===== config.mk =====
export PLATFORM = sky130hd
export DESIGN_NAME = fb_port_arbiter
export DESIGN_NICKNAME = d
export VERILOG_FILES = /design/src/rtl/fb_port_arbiter_pkg.sv /design/src/rtl/fb_disp_cache.sv /design/src/rtl/fb_port_arbiter.sv
export SDC_FILE = /design/constraint.sdc
export NUM_CORES = 1
export LEC_CHECK = 0
export BUFFER_PORTS_ARGS = -buffer_cell sky130_fd_sc_hd__buf_2
export CORE_AREA = 5 5 94 96
export CTS_BUF_LIST = sky130_fd_sc_hd__clkbuf_8
export DETAILED_ROUTE_END_ITERATION = 10
export DIE_AREA = 0 0 99 101
export PLACE_DENSITY = 0.72
export SYNTH_ARGS = -nofsm -noshare
export SYNTH_HDL_FRONTEND = slang
export SYNTH_SLANG_ARGS = --single-unit

===== constraint.sdc =====
create_clock -name clk -period 5.99 [get_ports clk]
set_input_delay 0 -clock clk [delete_from_list [all_inputs] [get_ports clk]]
set_output_delay 0 -clock clk [all_outputs]
set_load 0.02 [all_outputs]

===== src/rtl/fb_port_arbiter_pkg.sv =====
// Shared definitions for the frame buffer port arbiter.
//   - Frame buffer geometry (320x240 words of RGB444).
//   - Default address/data widths and the draw starvation limit.
//   - RAM slot owner encoding used by the arbiter's response mux.
package fb_port_arbiter_pkg;

    // Word address width of the frame buffer (shared with the display path).
    localparam int DISP_ADDR_WIDTH  = 17;
    localparam int PIX_W            = 12;
    localparam int FB_DEPTH_WORDS   = 76800;
    localparam int STARVE_LIMIT_DEF = 8;

    // Who used the RAM slot in a given cycle; registered so the following
    // cycle knows where the synchronous RAM read data belongs.
    typedef enum logic [2:0] {
        OWN_NONE       = 3'd0,
        OWN_DISP_RAM   = 3'd1,
        OWN_DISP_CACHE = 3'd2,
        OWN_DRAW_RD    = 3'd3,
        OWN_DRAW_WR    = 3'd4
    } owner_e;

endpackage


===== src/rtl/fb_disp_cache.sv =====
// One-entry display read cache (tag + data register).
// Ports:
//   clk, reset         clock, asynchronous active-high reset (invalidates)
//   inv                synchronous invalidate
//   lookup_addr        display address to compare; hit is combinational
//   rd_data            cached pixel (0 when the entry is invalid)
//   alloc/alloc_addr   claim the entry for a RAM read issued this cycle
//   fill_data          RAM read data, consumed the cycle after alloc
//   wr_en/wr_addr/wr_data  write-through update from a granted draw write
module fb_disp_cache
    import fb_port_arbiter_pkg::*;
#(
    parameter int ADDR_W = DISP_ADDR_WIDTH,
    parameter int DATA_W = PIX_W
) (
    input  logic              clk,
    input  logic              reset,
    input  logic              inv,
    input  logic [ADDR_W-1:0] lookup_addr,
    output logic              hit,
    output logic [DATA_W-1:0] rd_data,
    input  logic              alloc,
    input  logic [ADDR_W-1:0] alloc_addr,
    input  logic [DATA_W-1:0] fill_data,
    input  logic              wr_en,
    input  logic [ADDR_W-1:0] wr_addr,
    input  logic [DATA_W-1:0] wr_data
);

    logic              valid_q, valid_d;
    logic              fill_pend_q, fill_pend_d;
    logic [ADDR_W-1:0] tag_q, tag_d;
    logic [DATA_W-1:0] data_q, data_d;
    logic [DATA_W-1:0] cur_data;

    always_comb begin
        // The tag is claimed at the issue edge so a back-to-back duplicate
        // read hits; until the fill lands the data comes straight off the RAM.
        cur_data = fill_pend_q ? fill_data : data_q;
        hit      = valid_q && (lookup_addr == tag_q);
        rd_data  = valid_q ? cur_data : '0;

        valid_d     = valid_q;
        fill_pend_d = 1'b0;
        tag_d       = tag_q;
        data_d      = cur_data;

        // A draw write is newer than any in-flight fill of the same word.
        if (wr_en && valid_q && (wr_addr == tag_q)) begin
            data_d = wr_data;
        end
        if (alloc) begin
            valid_d     = 1'b1;
            tag_d       = alloc_addr;
            fill_pend_d = 1'b1;
        end
        if (inv) begin
            valid_d     = 1'b0;
            fill_pend_d = 1'b0;
        end
    end

    always_ff @(posedge clk or posedge reset) begin
        if (reset) begin
            valid_q     <= 1'b0;
            fill_pend_q <= 1'b0;
        end else begin
            valid_q     <= valid_d;
            fill_pend_q <= fill_pend_d;
        end
    end

    // Tag and data are qualified by valid_q, so they need no reset.
    always_ff @(posedge clk) begin
        tag_q  <= tag_d;
        data_q <= data_d;
    end

endmodule


===== src/rtl/fb_port_arbiter.sv =====
// Frame buffer port arbiter: shares the single-port frame buffer RAM between
// the display read path (hard real-time) and a draw master (req/gnt).
// Ports:
//   clk, reset                     clock, asynchronous active-high reset
//   disp_req, disp_addr            display pixel request
//   disp_rdata, disp_underrun      display response (1 cycle later), stale flag
//   drw_req/we/addr/wdata          draw request, held until drw_gnt
//   drw_gnt                        combinational grant
//   drw_rvalid, drw_rdata          draw read response (1 cycle after grant)
//   ram_addr/we/wdata, ram_rdata   synchronous single-port RAM interface
module fb_port_arbiter
    import fb_port_arbiter_pkg::*;
#(
    parameter int ADDR_W       = DISP_ADDR_WIDTH,
    parameter int DATA_W       = PIX_W,
    parameter int FB_DEPTH     = FB_DEPTH_WORDS,
    parameter int STARVE_LIMIT = STARVE_LIMIT_DEF
) (
    input  logic              clk,
    input  logic              reset,
    input  logic              disp_req,
    input  logic [ADDR_W-1:0] disp_addr,
    output logic [DATA_W-1:0] disp_rdata,
    output logic              disp_underrun,
    input  logic              drw_req,
    input  logic              drw_we,
    input  logic [ADDR_W-1:0] drw_addr,
    input  logic [DATA_W-1:0] drw_wdata,
    output logic              drw_gnt,
    output logic              drw_rvalid,
    output logic [DATA_W-1:0] drw_rdata,
    output logic [ADDR_W-1:0] ram_addr,
    output logic              ram_we,
    output logic [DATA_W-1:0] ram_wdata,
    input  logic [DATA_W-1:0] ram_rdata
);

    localparam int                CNT_W   = $clog2(STARVE_LIMIT + 1);
    localparam logic [CNT_W-1:0]  CNT_MAX = CNT_W'(STARVE_LIMIT);
    localparam logic [ADDR_W-1:0] FB_END  = ADDR_W'(FB_DEPTH);

    owner_e            owner_q, owner_d;
    logic [CNT_W-1:0]  starve_cnt_q, starve_cnt_d;
    logic [DATA_W-1:0] disp_hold_q, disp_hold_d;
    logic [DATA_W-1:0] drw_hold_q, drw_hold_d;
    logic              underrun_q, underrun_d;
    logic              drw_rvalid_q, drw_rvalid_d;

    logic              cache_hit;
    logic [DATA_W-1:0] cache_rd_data;
    logic              drw_in_range;
    logic              starve;
    logic              drw_gnt_c;
    logic              disp_from_cache;

    // Slot decision for the current cycle.
    always_comb begin
        drw_in_range    = (drw_addr < FB_END);
        starve          = drw_req && (starve_cnt_q >= CNT_MAX);
        owner_d         = OWN_NONE;
        drw_gnt_c       = 1'b0;
        disp_from_cache = 1'b0;
        underrun_d      = 1'b0;

        if (!reset) begin
            if (disp_req) begin
                if (cache_hit) begin
                    disp_from_cache = 1'b1;
                    drw_gnt_c       = drw_req;
                end else if (starve) begin
                    // Draw has waited long enough: display gets whatever the
                    // cache holds and the miss is flagged as an underrun.
                    disp_from_cache = 1'b1;
                    underrun_d      = 1'b1;
                    drw_gnt_c       = 1'b1;
                end else begin
                    owner_d = OWN_DISP_RAM;
                end
            end else begin
                drw_gnt_c = drw_req;
            end

            // Out-of-range draw accesses are granted but never touch the RAM.
            if (drw_gnt_c && drw_in_range) begin
                owner_d = drw_we ? OWN_DRAW_WR : OWN_DRAW_RD;
            end else if (disp_from_cache) begin
                owner_d = OWN_DISP_CACHE;
            end
        end
    end

    // Response capture and starve counter.
    always_comb begin
        drw_rvalid_d = drw_gnt_c && !drw_we;

        drw_hold_d = (owner_q == OWN_DRAW_RD) ? ram_rdata : drw_hold_q;
        if (drw_gnt_c && !drw_we && !drw_in_range) begin
            drw_hold_d = '0;
        end

        disp_hold_d = (owner_q == OWN_DISP_RAM) ? ram_rdata : disp_hold_q;
        if (disp_from_cache) begin
            // Sampled before this edge's write-through, so a same-cycle
            // draw write to the cached word is not visible yet.
            disp_hold_d = cache_rd_data;
        end

        if (!drw_req || drw_gnt_c) begin
            starve_cnt_d = '0;
        end else if (starve_cnt_q < CNT_MAX) begin
            starve_cnt_d = starve_cnt_q + CNT_W'(1);
        end else begin
            starve_cnt_d = starve_cnt_q;
        end
    end

    always_ff @(posedge clk or posedge reset) begin
        if (reset) begin
            owner_q      <= OWN_NONE;
            starve_cnt_q <= '0;
            disp_hold_q  <= '0;
            drw_hold_q   <= '0;
            underrun_q   <= 1'b0;
            drw_rvalid_q <= 1'b0;
        end else begin
            owner_q      <= owner_d;
            starve_cnt_q <= starve_cnt_d;
            disp_hold_q  <= disp_hold_d;
            drw_hold_q   <= drw_hold_d;
            underrun_q   <= underrun_d;
            drw_rvalid_q <= drw_rvalid_d;
        end
    end

    fb_disp_cache #(
        .ADDR_W (ADDR_W),
        .DATA_W (DATA_W)
    ) u_cache (
        .clk         (clk),
        .reset       (reset),
        .inv         (1'b0),
        .lookup_addr (disp_addr),
        .hit         (cache_hit),
        .rd_data     (cache_rd_data),
        .alloc       (owner_d == OWN_DISP_RAM),
        .alloc_addr  (disp_addr),
        .fill_data   (ram_rdata),
        .wr_en       (owner_d == OWN_DRAW_WR),
        .wr_addr     (drw_addr),
        .wr_data     (drw_wdata)
    );

    // RAM data for last cycle's read is routed straight through so both
    // response paths keep a single cycle of latency.
    always_comb begin
        disp_rdata    = (owner_q == OWN_DISP_RAM) ? ram_rdata : disp_hold_q;
        drw_rdata     = (owner_q == OWN_DRAW_RD) ? ram_rdata : drw_hold_q;
        disp_underrun = underrun_q;
        drw_rvalid    = drw_rvalid_q;
        drw_gnt       = drw_gnt_c;

        ram_addr = '0;
        if (owner_d == OWN_DISP_RAM) begin
            ram_addr = disp_addr;
        end else if ((owner_d == OWN_DRAW_RD) || (owner_d == OWN_DRAW_WR)) begin
            ram_addr = drw_addr;
        end
        ram_we    = (owner_d == OWN_DRAW_WR);
        ram_wdata = ram_we ? drw_wdata : '0;
    end

endmodule


### Word level (Yosys, flattened, before mapping)

Cells that the tools add are included.

| word-level totals | value |
|---|---|
| input bits | 63 |
| register bits | 64 |
| output and inout bits | 57 |
| logic and storage cells | 66 |

| operators by class | value |
|---|---|
| eq/ne operators | 7 |
| muxes and demuxes | 32 |
| add/sub/neg operators | 1 |
| magnitude comparators | 3 |
| reductions and logical operators | 13 |

Operators by type and width:

| kind | number |
|---|---|
| $mux W12 | 8 |
| $eq A17 B17 Y1 | 2 |
| $mux W17 | 2 |
| $lt A17 B17 Y1 const B | 1 |
| $mux W1 | 16 |
| $mux W3 | 4 |
| $mux W4 | 2 |
| $logic_and A1 B1 Y1 | 7 |
| $eq A3 B1 Y1 const B | 2 |
| $eq A3 B2 Y1 const B | 2 |
| $add A4 B1 Y4 const B | 1 |
| $ge A4 B4 Y1 const B | 1 |
| $lt A4 B4 Y1 const B | 1 |
| $eq A3 B3 Y1 const B | 1 |
| $logic_not A1 Y1 | 3 |
| $logic_or A1 B1 Y1 | 2 |
| $reduce_bool A2 Y1 | 1 |

### Logic depth before layout (Yosys ltp)

| depth | value |
|---|---|
| depth in word-level cells | 13 |
| gate-level depth with buffers | 7 |
| gate-level depth less buffers | 6 |

### By module

From an unflattened synthesis, not the netlist that was laid out.

| unflattened totals | value |
|---|---|
| cell total of the unflattened synthesis | 332 |
| area total of the unflattened synthesis | 3711.1 um^2 |

Modules (own cells, without submodules):

| module | instances | area an instance (um^2) | cells each |
|---|---|---|---|
| fb_port_arbiter | 1 | 2140.8 | 211 |
| fb_disp_cache | 1 | 1570.3 | 121 |

### Worst setup path after synthesis

No wires, ideal clock.

| timing | value |
|---|---|
| kind | input to register |
| start | input reset |
| end | register u_cache.tag_q[0] (enable) |
| setup slack | 3.991 ns |
| stages | 4 |
| arrival time | 1.644 ns |
| cell sequence | clkbuf_1 > inv_1 > and3_1 > buf_2 |

| on the way | value |
|---|---|
| longest elaborated chain between the ends | 2 |

RTL lines:

| item | line | source |
|---|---|---|
| from (decl) | fb_port_arbiter.sv:20 | `input logic reset,` |
| $mux W3 | fb_port_arbiter.sv:65 | `if (!reset) begin` |
| $eq A3 B1 Y1 | fb_port_arbiter.sv:145 | `.alloc (owner_d == OWN_DISP_RAM),` |
| net u_cache.alloc | fb_disp_cache.sv:22 | `input logic alloc,` |
| to (signal assigned) | fb_disp_cache.sv:75 | `tag_q <= tag_d;` |
| to (decl) | fb_disp_cache.sv:32 | `logic [ADDR_W-1:0] tag_q, tag_d;` |

The timed path passes the listed nets, and every way through them passes these cells.
A chain may end at the register's enable or synchronous reset.

### Final worst setup path

| timing | value |
|---|---|
| start | register u_cache.tag_q[0] |
| end | output ram_addr[3] |

| on the way | value |
|---|---|
| longest elaborated chain between the ends | 12 |
| elaborated cells between the ends (all ways) | 20 |
| those cells by class | eq/ne: 4; mux: 13; reduce/logical: 3 |

RTL lines:

| item | line | source |
|---|---|---|
| $eq A17 B17 Y1 * | fb_disp_cache.sv:40 | `hit = valid_q && (lookup_addr == tag_q);` |
| $logic_and A1 B1 Y1 * | fb_disp_cache.sv:40 |  |
| $mux W1 | fb_port_arbiter.sv:67 | `if (cache_hit) begin` |
| $mux W1 | fb_port_arbiter.sv:66 | `if (disp_req) begin` |
| $mux W1 | fb_port_arbiter.sv:65 |  |
| $mux W3 or $logic_and A1 B1 Y1 (tied branches) | fb_port_arbiter.sv:86, fb_port_arbiter.sv:84 |  |
| $mux W3 * | fb_port_arbiter.sv:84 | `if (drw_gnt_c && drw_in_range) begin` |
| $mux W3 * | fb_port_arbiter.sv:65 |  |
| $eq A3 B2 Y1 or $eq A3 B3 Y1 (tied branches) | fb_port_arbiter.sv:165 | `end else if ((owner_d == OWN_DRAW_RD) \|\| (owner_d == OWN_DRAW_WR)) begin` |
| $logic_or A1 B1 Y1 | fb_port_arbiter.sv:165 |  |
| $mux W17 | fb_port_arbiter.sv:165 |  |
| $mux W17 * | fb_port_arbiter.sv:163 | `if (owner_d == OWN_DISP_RAM) begin` |
| to (decl) | fb_port_arbiter.sv:32 | `output logic [ADDR_W-1:0] ram_addr,` |

Mark *: on every way between the ends. The rest lies on a longest branch, timed or not. The select of a mux whose other input is x is not followed.

==> flow_summary.ini <==
[clock_tree]
clk_latency_ns = 0.34
post_cts_resized = 0
cts_tree = built
root_buffer = clkbuf_8
cts_sinks = 64
cts.clk_slew.worst_paths_ns = 0.07
cts.path.max_buffers = 2
htreeDepth = 3
numCtsBuffers = 9

[critical_path]
cp-start-kind = register
r2r-end = u_cache.tag_q[12]
reg2reg_depth = 6
path_class = register to output pin
critical_path.cell_chain = xor2_1, nor4_1, and3_2, a21boi_1, and3_1, buf_4, a22o_1, buf_2
reg2reg_setup_slack_ns = 3.45
cpPeakStageDelay_ns = 0.60
crit_fanout = 24
endpoint_kind = output pin
cp.arrival_ns = 2.91
cp_slowest_cell = and3_1
cp.required_ns = 5.99
r2r-start = u_cache.tag_q[0]

[floorplan]
die_height_um = 101
io_pins = 120
fp-row-count = 33
coreArea_um2 = 7969
die_w_um = 99
design.die.area_um2 = 9999
initial_core_util_pct = 43.33

[grt]
grt_pass1_vias = 2930
grt_max_degree = 37
grt_pass1_wl_um = 14750
grt-ovfl-total = 0
antenna_found_initial = 0
track_usage_pct = 18.86

[power]
peakVddDrop_uv = 126.9
power_leakage_nw = 2.106
powerDensity_nw_per_um2 = 256.0

[min_path]
hold_start = ram_rdata[1]
hold_path_end = u_cache.data_q[1]
min_path_cells = 3
min_path_type = input port to register

[drt]
viasPerCell = 5.124
wl_um = 9239
vias = 2818
route.detailed.drc = 0
dr.pass1.iters = 4
ant_nets = 0
dr.first_iter.drc_count = 139
post_drt_wl_per_cell_um = 16.80

[yosys]
syn_area_um2 = 3453
synth_cell_types = 44
ys_seq_elements = 64
syn_nets = 353
synth_edf_count = 17
yosys_warnings = 0
synthArstFlopShare_pct = 54.69
synth_flop_cell = dfrtp_1
synth_area_per_cell_um2 = 11.99
yosysSeqAreaShare_pct = 47.10
synthCells = 288

[layout]
drive_above_1_share_pct = 46.29
layout.nets = 505
diodes = 0
final_cell_mix = buf_2, mux2_2, dfrtp_1
final_common_cell = buf_2
syn_to_final_growth_pct = 34.71

[timing]
finClkSkew_ns = 0.01081
fin_crit_ns = 2.910
drv_slew = 0
fmax_mhz = 343.6
finalSetupViolCount = 0
period_share_pct = 48.58
worst_slew_pin_slew_ns = 1.049
slew_headroom_pct = 29.77
whs_ns = 0.05538
fin_tns_setup_ns = 0
rsz0062_at_grt = false
hold_violations = 0

[run]
cap_viol_max_count = 0

[placement]
place.gp.congestion = 0.7970
io_buffer_count = 119
hpwl_um = 6521

[outcome]
status = finished, final reports clean
cells in the mapped netlist (all sizes together) (2+ instances only):
master	number	area (um2)
nor2	9	33.78
a32o	2	20.02
clkbuf	4	15.01
edfxtp	17	510.5
a21oi	3	30.03
dfrtp	35	875.8
xor2	8	70.07
a22o	15	131.4
nor2b	12	75.07
nor3	7	62.56
and3	3	20.02
buf	9	53.80
o21ai	3	15.01
and2	24	150.1
nand2	9	33.78
dfxtp	12	240.2
mux2	60	675.7
nor4	3	18.77
inv	4	15.01
nand4	8	50.05
ha	2	25.02
xnor2	26	227.7
worst max-delay path by stage:
stage                     start  depth (start not counted)               end
2_1_floorplan             reset                          4  u_cache.tag_q[0]
3_3_place_gp   u_cache.tag_q[0]                          8       ram_addr[3]
3_5_place_dp   u_cache.tag_q[0]                          8       ram_addr[3]
4_1_cts        u_cache.tag_q[0]                          8       ram_addr[3]
5_1_grt        u_cache.tag_q[6]                          8      ram_addr[16]
6_report       u_cache.tag_q[0]                          8       ram_addr[3]
final cells by class:
| cell class | instances | area (um2) |
|---|---|---|
| fillers | 673 | 3317 |
| multi-input cells | 207 | 1754 |
| flip-flops and latches | 64 | 1627 |
| repair buffers | 154 | 938.4 |
| well taps | 105 | 131.4 |
| clock buffers | 9 | 123.9 |
| clock inverters | 7 | 62.56 |
| inverters | 4 | 15.01 |
per-layer routing:
| metal | track usage, % | share of wire, % |
|---|---|---|
| met5 | 0 | 0 |
| met4 | 8.508 | 1.9 |
| met3 | 3.253 | 4.4 |
| met2 | 33.06 | 53 |
| met1 | 22.63 | 41 |
kinds of logic (layout without fill, tap and decap cells):
group | count (synthesis) | in the layout | share of synthesized area (%)
xor+xnor | 34 | 34 | 8.623
simple gates | 80 | 80 | 13.80
compound gates | 31 | 31 | 7.754
mux | 60 | 60 | 19.57
fa+ha+maj | 2 | 2 | 0.7245
buf+inv | 17 | 174 | 2.427
flops | 64 | 64 | 47.10
critical path: cells and delay by family (launching register included):
kind            cells  cell delay [ns]
simple gates        3             0.92
flops               1             0.42
compound gates      2             0.46
buf+inv             2             0.56
xor+xnor            1             0.20
what timing repair did:
action / 4_1_cts / 5_1_grt
hold buffers: 32 / 0
endpoints found under the hold margin: 69 / 0
setup buffers: 0 / 0
registers in the layout (all words and copies together) (netlist names):
register	count
drw_hold_q	12
u_cache.valid_q	1
u_cache.data_q	12
disp_hold_q	12
drw_rvalid	1
starve_cnt_q	4
u_cache.tag_q	17
u_cache.fill_pend_q	1
owner_q	3
disp_underrun	1
where the power goes:
| part | internal (mW) | switching (mW) | total [mW] |
|---|---|---|---|
| Clock | 0.189 | 0.168 | 0.357 |
| Sequential | 0.502 | 0.0177 | 0.520 |
| Combinational | 0.152 | 0.162 | 0.314 |
per-stage QoR:
step	cell area [um2]	cells	power (mW)	setup WS (ns)	utilization, %
after floorplan	3453	288	0.7252	3.991	-
after CTS	4652	550	1.202	3.038	58.38
final	4652	550	1.191	3.080	58.38
after detailed placement	4145	502	0.8282	3.407	52.02
after global routing	4652	550	1.250	2.885	58.38
after global placement	4145	502	0.8190	3.458	52.02
Note: power is estimated with default switching activity, not from simulation.
